**config.mk**
```make
export PLATFORM = sky130hd
export DESIGN_NAME = serial_subtractor
export DESIGN_NICKNAME = d
export VERILOG_FILES = /design/src/rtl/arith_pkg.sv /design/src/rtl/full_subtractor.sv /design/src/rtl/serial_subtractor.sv
export SDC_FILE = /design/constraint.sdc
export NUM_CORES = 1
export LEC_CHECK = 0
export CORE_MARGIN = 1
export CORE_UTILIZATION = 45
export DETAILED_ROUTE_END_ITERATION = 12
export MAX_ROUTING_LAYER = met4
export PLACE_DENSITY = 0.78
export SLEW_MARGIN = 20
export SYNTH_ARGS = -nofsm -noshare
export SYNTH_HDL_FRONTEND = slang
export SYNTH_SLANG_ARGS = --single-unit
export TNS_END_PERCENT = 5
```
**constraint.sdc**
```tcl
create_clock -name clk -period 1.4 [get_ports clk]
set_input_delay 0.14 -clock clk [delete_from_list [all_inputs] [get_ports clk]]
set_output_delay 0.14 -clock clk [all_outputs]
set_load 0.01 [all_outputs]
```
**src/rtl/arith_pkg.sv**
```systemverilog
// Shared definitions for the serial arithmetic blocks.
//   sub_state_t        : serial_subtractor FSM states
//   SUB_DEFAULT_WIDTH  : default operand width for serial_subtractor
package arith_pkg;

  typedef enum logic [1:0] {
    IDLE = 2'd0,
    RUN  = 2'd1,
    DONE = 2'd2
  } sub_state_t;

  localparam int unsigned SUB_DEFAULT_WIDTH = 8;

endpackage

```
**src/rtl/full_subtractor.sv**
```systemverilog
// One-bit full subtractor: d = a - b - bin, bout set when the column borrows.
// Ports:
//   a, b  : minuend / subtrahend bit
//   bin   : borrow in
//   d     : difference bit
//   bout  : borrow out
module full_subtractor (
  input  logic a,
  input  logic b,
  input  logic bin,
  output logic d,
  output logic bout
);

  assign d    = a ^ b ^ bin;
  assign bout = (~a & b) | (~(a ^ b) & bin);

endmodule

```
**src/rtl/serial_subtractor.sv**
```systemverilog
// Bit-serial unsigned subtractor, LSB first, one bit per clock.
// Ports:
//   clk, rst     : clock (rising edge), asynchronous active-high reset
//   start        : request, accepted only in IDLE; captures a and b
//   a, b         : minuend and subtrahend
//   busy         : high while bits are being processed
//   done         : one-cycle pulse when diff/borrow are final
//   diff, borrow : (a - b) mod 2^WIDTH and a < b; held until the next accepted start
module serial_subtractor
  import arith_pkg::*;
#(
  parameter int unsigned WIDTH = SUB_DEFAULT_WIDTH
) (
  input  logic             clk,
  input  logic             rst,
  input  logic             start,
  input  logic [WIDTH-1:0] a,
  input  logic [WIDTH-1:0] b,
  output logic             busy,
  output logic             done,
  output logic [WIDTH-1:0] diff,
  output logic             borrow
);

  localparam int unsigned CntW = $clog2(WIDTH);
  localparam logic [CntW-1:0] LastBit = CntW'(WIDTH - 1);

  sub_state_t       state_q;
  logic [WIDTH-1:0] a_q;
  logic [WIDTH-1:0] b_q;
  logic [WIDTH-1:0] diff_q;
  logic             borrow_q;
  logic [CntW-1:0]  cnt_q;
  logic             busy_q;
  logic             done_q;

  logic d_bit;
  logic bout_bit;

  full_subtractor u_fs (
    .a    (a_q[0]),
    .b    (b_q[0]),
    .bin  (borrow_q),
    .d    (d_bit),
    .bout (bout_bit)
  );

  always_ff @(posedge clk or posedge rst) begin
    if (rst) begin
      state_q  <= IDLE;
      a_q      <= '0;
      b_q      <= '0;
      diff_q   <= '0;
      borrow_q <= 1'b0;
      cnt_q    <= '0;
      busy_q   <= 1'b0;
      done_q   <= 1'b0;
    end else begin
      unique case (state_q)
        IDLE: begin
          done_q <= 1'b0;
          if (start) begin
            a_q      <= a;
            b_q      <= b;
            diff_q   <= '0;
            borrow_q <= 1'b0;
            cnt_q    <= '0;
            busy_q   <= 1'b1;
            state_q  <= RUN;
          end
        end
        RUN: begin
          a_q      <= {1'b0, a_q[WIDTH-1:1]};
          b_q      <= {1'b0, b_q[WIDTH-1:1]};
          // Result bits enter at the MSB so after WIDTH shifts bit 0 is the LSB.
          diff_q   <= {d_bit, diff_q[WIDTH-1:1]};
          borrow_q <= bout_bit;
          if (cnt_q == LastBit) begin
            busy_q  <= 1'b0;
            done_q  <= 1'b1;
            state_q <= DONE;
          end else begin
            cnt_q <= cnt_q + 1'b1;
          end
        end
        DONE: begin
          done_q  <= 1'b0;
          state_q <= IDLE;
        end
        default: begin
          busy_q  <= 1'b0;
          done_q  <= 1'b0;
          state_q <= IDLE;
        end
      endcase
    end
  end

  assign busy   = busy_q;
  assign done   = done_q;
  assign diff   = diff_q;
  assign borrow = borrow_q;

endmodule
```
Word level (Yosys, flattened, before mapping)

Cells that the tools add are included.

$add $sub $neg: 1
Equal/unequal tests: 6
Multiplexer cells: 19
Bitwise operators: 8
Reductions and logical operators: 6

Operator list:

| kind                | count |
|---|---|
| $pmux 8 s2          | 3 |
| $mux 8              | 3 |
| $mux 3              | 2 |
| $ne 2x2->1 const B  | 3 |
| $pmux 3 s2          | 1 |
| $reduce_and 3->1    | 2 |
| $mux 1              | 5 |
| $mux 2              | 2 |
| $pmux 2 s2          | 1 |
| $reduce_and 2->1    | 2 |
| $add 3x1->3 const B | 1 |
| $eq 3x3->1 const B  | 1 |
| $not 1->1           | 3 |
| $pmux 1 s3          | 1 |
| $and 1x1->1         | 2 |
| $eq 2x1->1 const B  | 1 |
| $eq 2x2->1 const B  | 1 |
| $logic_not 2->1     | 1 |
| $pmux 1 s2          | 1 |
| $reduce_bool 2->1   | 1 |
| $xor 1x1->1         | 2 |
| $or 1x1->1          | 1 |

Flip-flop bits (word level): 32
Bits of input ports: 19
Output and inout bits: 11
Logic and storage cells: 48

Longest topological paths before layout

Depth after elaboration: 5
Depth in mapped cells: 6
Gate-level depth less buffers: 5

Hierarchy

Synthesis repeated with hierarchy kept, for this count alone.

Cells, all modules: 125
Area, all modules: 1457.6 µm²

Modules (own cells, without submodules):

| module            | times used | cells an instance | area each (µm²) | sequential area each (µm²) |
|---|---|---|---|---|
| serial_subtractor | 1          | 121               | 1426.4          | 800.8 |
| full_subtractor   | 1          | 4                 | 31.3            | 0.0 |

Worst setup path before layout

No wires, ideal clock.

Kind: reg2reg
From: reg cnt_q[0]
To: reg cnt_q[0]
Library setup time: 121 ps
Arrival: 1224 ps
Path slack: 55 ps
Stages on the path, launching flop included: 5
Buffers on the path: 0
Period minus slack after synthesis: 1345 ps
Path through: dfrtp_1 -> ha_1 -> ha_1 -> mux2_2 -> a22o_1

Longest elaborated chain between the ends: 3

Ends and longest elaborated chain:

| what                                           | RTL line                                         | text |
|---|---|---|
| from (decl)                                    | serial_subtractor.sv:33                          | `logic [CntW-1:0] cnt_q;` |
| from (signal assigned)                         | serial_subtractor.sv:83                          | `cnt_q <= cnt_q + 1'b1;` |
| $add 3x1->3 or $eq 3x3->1 (tied branches)      | serial_subtractor.sv:83, serial_subtractor.sv:78 |  |
| $mux 3 or $ne 2x2->1 (tied branches)           | --                                               |  |
| $pmux 3 s2 or $reduce_and 3->1 (tied branches) | --                                               |  |

Several ways; a longest one is shown, not always the timed one. The select of a mux whose other input is x is not followed.
A chain may end at the register's enable or synchronous reset.

Worst setup path after layout

From: reg cnt_q[1]
To: reg cnt_q[0]

Longest elaborated chain between the ends: 3

Ends and longest elaborated chain:

| what                              | RTL line                | text |
|---|---|---|
| $eq 3x3->1                        | serial_subtractor.sv:78 | `if (cnt_q == LastBit) begin` |
| $ne 2x2->1 (no source line)       | --                      |  |
| $reduce_and 3->1 (no source line) | --                      |  |

No other way between the ends.

==> results.tsv <==
metric	value	unit
Total GRT Usage	19.8	%
CP Launch Type	register	
core footprint	3080	um^2
final setup vio count	0	
drt first pass iters	4	
cts bufs inserted	5	
Root Buffer	clkbuf_4	
IO Pins	30	
initial antenna violation count	0	
Data required, critical path	1.63	ns
first-pass GRT wire length	4920	um
area post-placement	1840	um^2
Peak supply drop	0.000925	V
Initial Utilization	47.6	%
Layout Cells excl Fill	220	
Design Area, Final	1960	um^2
Mapped Nets	157	
FMAX	732	MHz
H-tree levels	2	
final worst slack	0.0337	ns
power per cell area	2100	nW/um^2
gr ovfl total	0	
crit path kind	reg2reg	
area growth from synthesis to layout	33.4	%
DRT Wirelength	2900	um
sequential area share after synthesis	54.6	%
Die Wd	59.1	um
main area contributors after synthesis	dfrtp_1 55%, nor2_1 8.4%, a22o_1 7.8%	
Post-synth ARST share	100	%
clock tree sinks	32	
Worst path max stage delay	0.39	ns
worst setup skew after layout	0.0138	ns
status	finished, final reports clean	
slowest stage cell, crit path	dfrtp_1	
area leader, netlist	dfrtp_1	
CP arrival	1.59	ns
# hold bufs at CTS	0	
min Tclk post-route	1.37	ns
Detail Placement HPWL	2050	um
largest net degree at the start of global routing	33	
vias in the first global route	1109	
post-route ant nets	0	
Max Root-Sink Buffers	2	
leak pwr	0.917	nW
fraction of layout cells with a size suffix above 1	19.9	%
RSZ-0062 raised after global routing	yes	
vias after detailed routing	1142	
# DRC	0	
WL/cell	13.2	um
Warnings, synthesis	0	
clock latency on the worst-skew pair	0.35	ns
clk slew on worst S/H paths	0.11	ns
Main synth FF type	dfrtp_1	
Post-Route Setup TNS	0	ns
mean post-synth cell area	10.9	um^2
diode count	0	
# placed instances	211	
number of distinct library cells after synthesis	27	
worst slack at placement	-0.0537	ns
worst path cell trace	ha_2 > ha_4 > nor2_1 > mux2_2 > a22o_1	
Slew @ Worst Pin	0.402	ns
period utilization	97.6	%
initial DRC count	23	
CP Max Fanout	6	
area share of the largest cell type after synthesis	54.6	%
final hold vios	0	
worst hold-check path type	in2async	
Die Height	59.1	um
Critical Path End Type	register	
most numerous cell in the Yosys netlist	nor2_1	
Slew Viols, Final	0	
Max-Slew Margin vs Limit	73.2	%
mean number of vias per cell	5.19	
Cells after Synth	135	
row count	20	
Final #Nets	197	
# port buffers	29	
Post-synth top cells	33 x nor2_1, 32 x dfrtp_1, 13 x a22o_1, 7 x nor3_1, 6 x a211oi_1	
synthesized flop and latch total	32	
EDFF count, synth	0	
die area	3490	um^2
Post-Synthesis Cell Area	1470	um^2
gp weighted congestion	0.755	
CTS tree	yes	
maxcap violations	0	
-- worst max-delay path: cells and delay by family, from the launching register on --
family / cells / cell delay (ns)
flip-flops: 1 / 0.39
adder cells (fa/ha/maj): 2 / 0.36
multiplexers: 1 / 0.26
AO/OA/AOI/OAI: 1 / 0.18
AND/OR/NAND/NOR: 1 / 0.07
-- through the flow --
step                      power [mW]  utilization, %  hold slack [ns]
after floorplan                 2.81               -            0.256
after global placement          3.36            59.9            0.478
after detailed placement        3.44            59.9            0.492
after CTS                       4.12            62.8            0.179
after global routing            4.41            63.6            0.206
final                           4.12            63.6            0.180
-- layer usage --
metal | GRT usage, % | share of wire [%]
met5 | - | 0
met4 | 9.18 | 1.7
met3 | 6.77 | 5.0
met2 | 28.9 | 46
met1 | 24.8 | 47
-- registers in the layout (all words and copies together) (netlist names) --
register,flops
borrow,1
busy,1
b_q,8
state_q,2
a_q,8
cnt_q,3
done,1
diff,8
-- cell usage in the layout (no fill, tap or decap), types with 2 or more instances in the layout --
| master | count |
|---|---|
| nor2_1 | 33 |
| dfrtp_1 | 31 |
| clkdlybuf4s50_1 | 18 |
| buf_4 | 14 |
| a22o_1 | 13 |
| dlygate4sd2_1 | 8 |
| nor3_1 | 7 |
| a211oi_1 | 6 |
| inv_1 | 5 |
| o32ai_2 | 5 |
| clkbuf_4 | 5 |
| nand2_1 | 4 |
| dlymetal6s2s_1 | 3 |
| a21oi_1 | 2 |
| o32ai_1 | 2 |
-- final cells by class --
cell class	count	area, um^2
clock buffer	5	37.5
clock inverter	3	42.5
fill	275	1120
inverter	6	22.5
multi-input combinational	87	604
sequential	32	802
tap	44	55.1
timing repair buffer	43	393
-- path summary, 6_finish.rpt --
path                            cells after the start  slack, ns  startpoint    endpoint
max in group asynchronous                           3       0.91         rst  state_q[1]
worst min register to register                      1       0.51     diff[0]     diff[0]
worst max register to register                      5       0.03    cnt_q[1]    cnt_q[0]
worst min-delay path                                3       0.18         rst      a_q[2]
min in group clk                                    3       0.39        b[7]      b_q[7]
worst max-delay path                                5       0.03    cnt_q[1]    cnt_q[0]
-- repair_timing --
item,in CTS,in global routing
setup endpoints to repair,17,23
pin swaps,0,0
resized for setup,11,8
setup buffers,1,0
-- kinds of logic (layout without fill, tap and decap cells) --
family | count (synthesis) | after routing | share of synthesized area (%)
AOI/OAI and AO/OA | 35 | 35 | 22.0
adders and majority gates | 3 | 3 | 3.07
buffers and inverters | 16 | 57 | 5.97
DFF | 32 | 32 | 54.6
muxes | 1 | 1 | 0.768
and+or+nand+nor | 48 | 48 | 13.6
-- where the power goes --
group,switching (mW),internal (mW)
logic,0.834,0.951
registers,0.287,1.34
clock network,0.333,0.372
total,1.45,2.66
No activity file was read; power rests on OpenSTA's default activity.
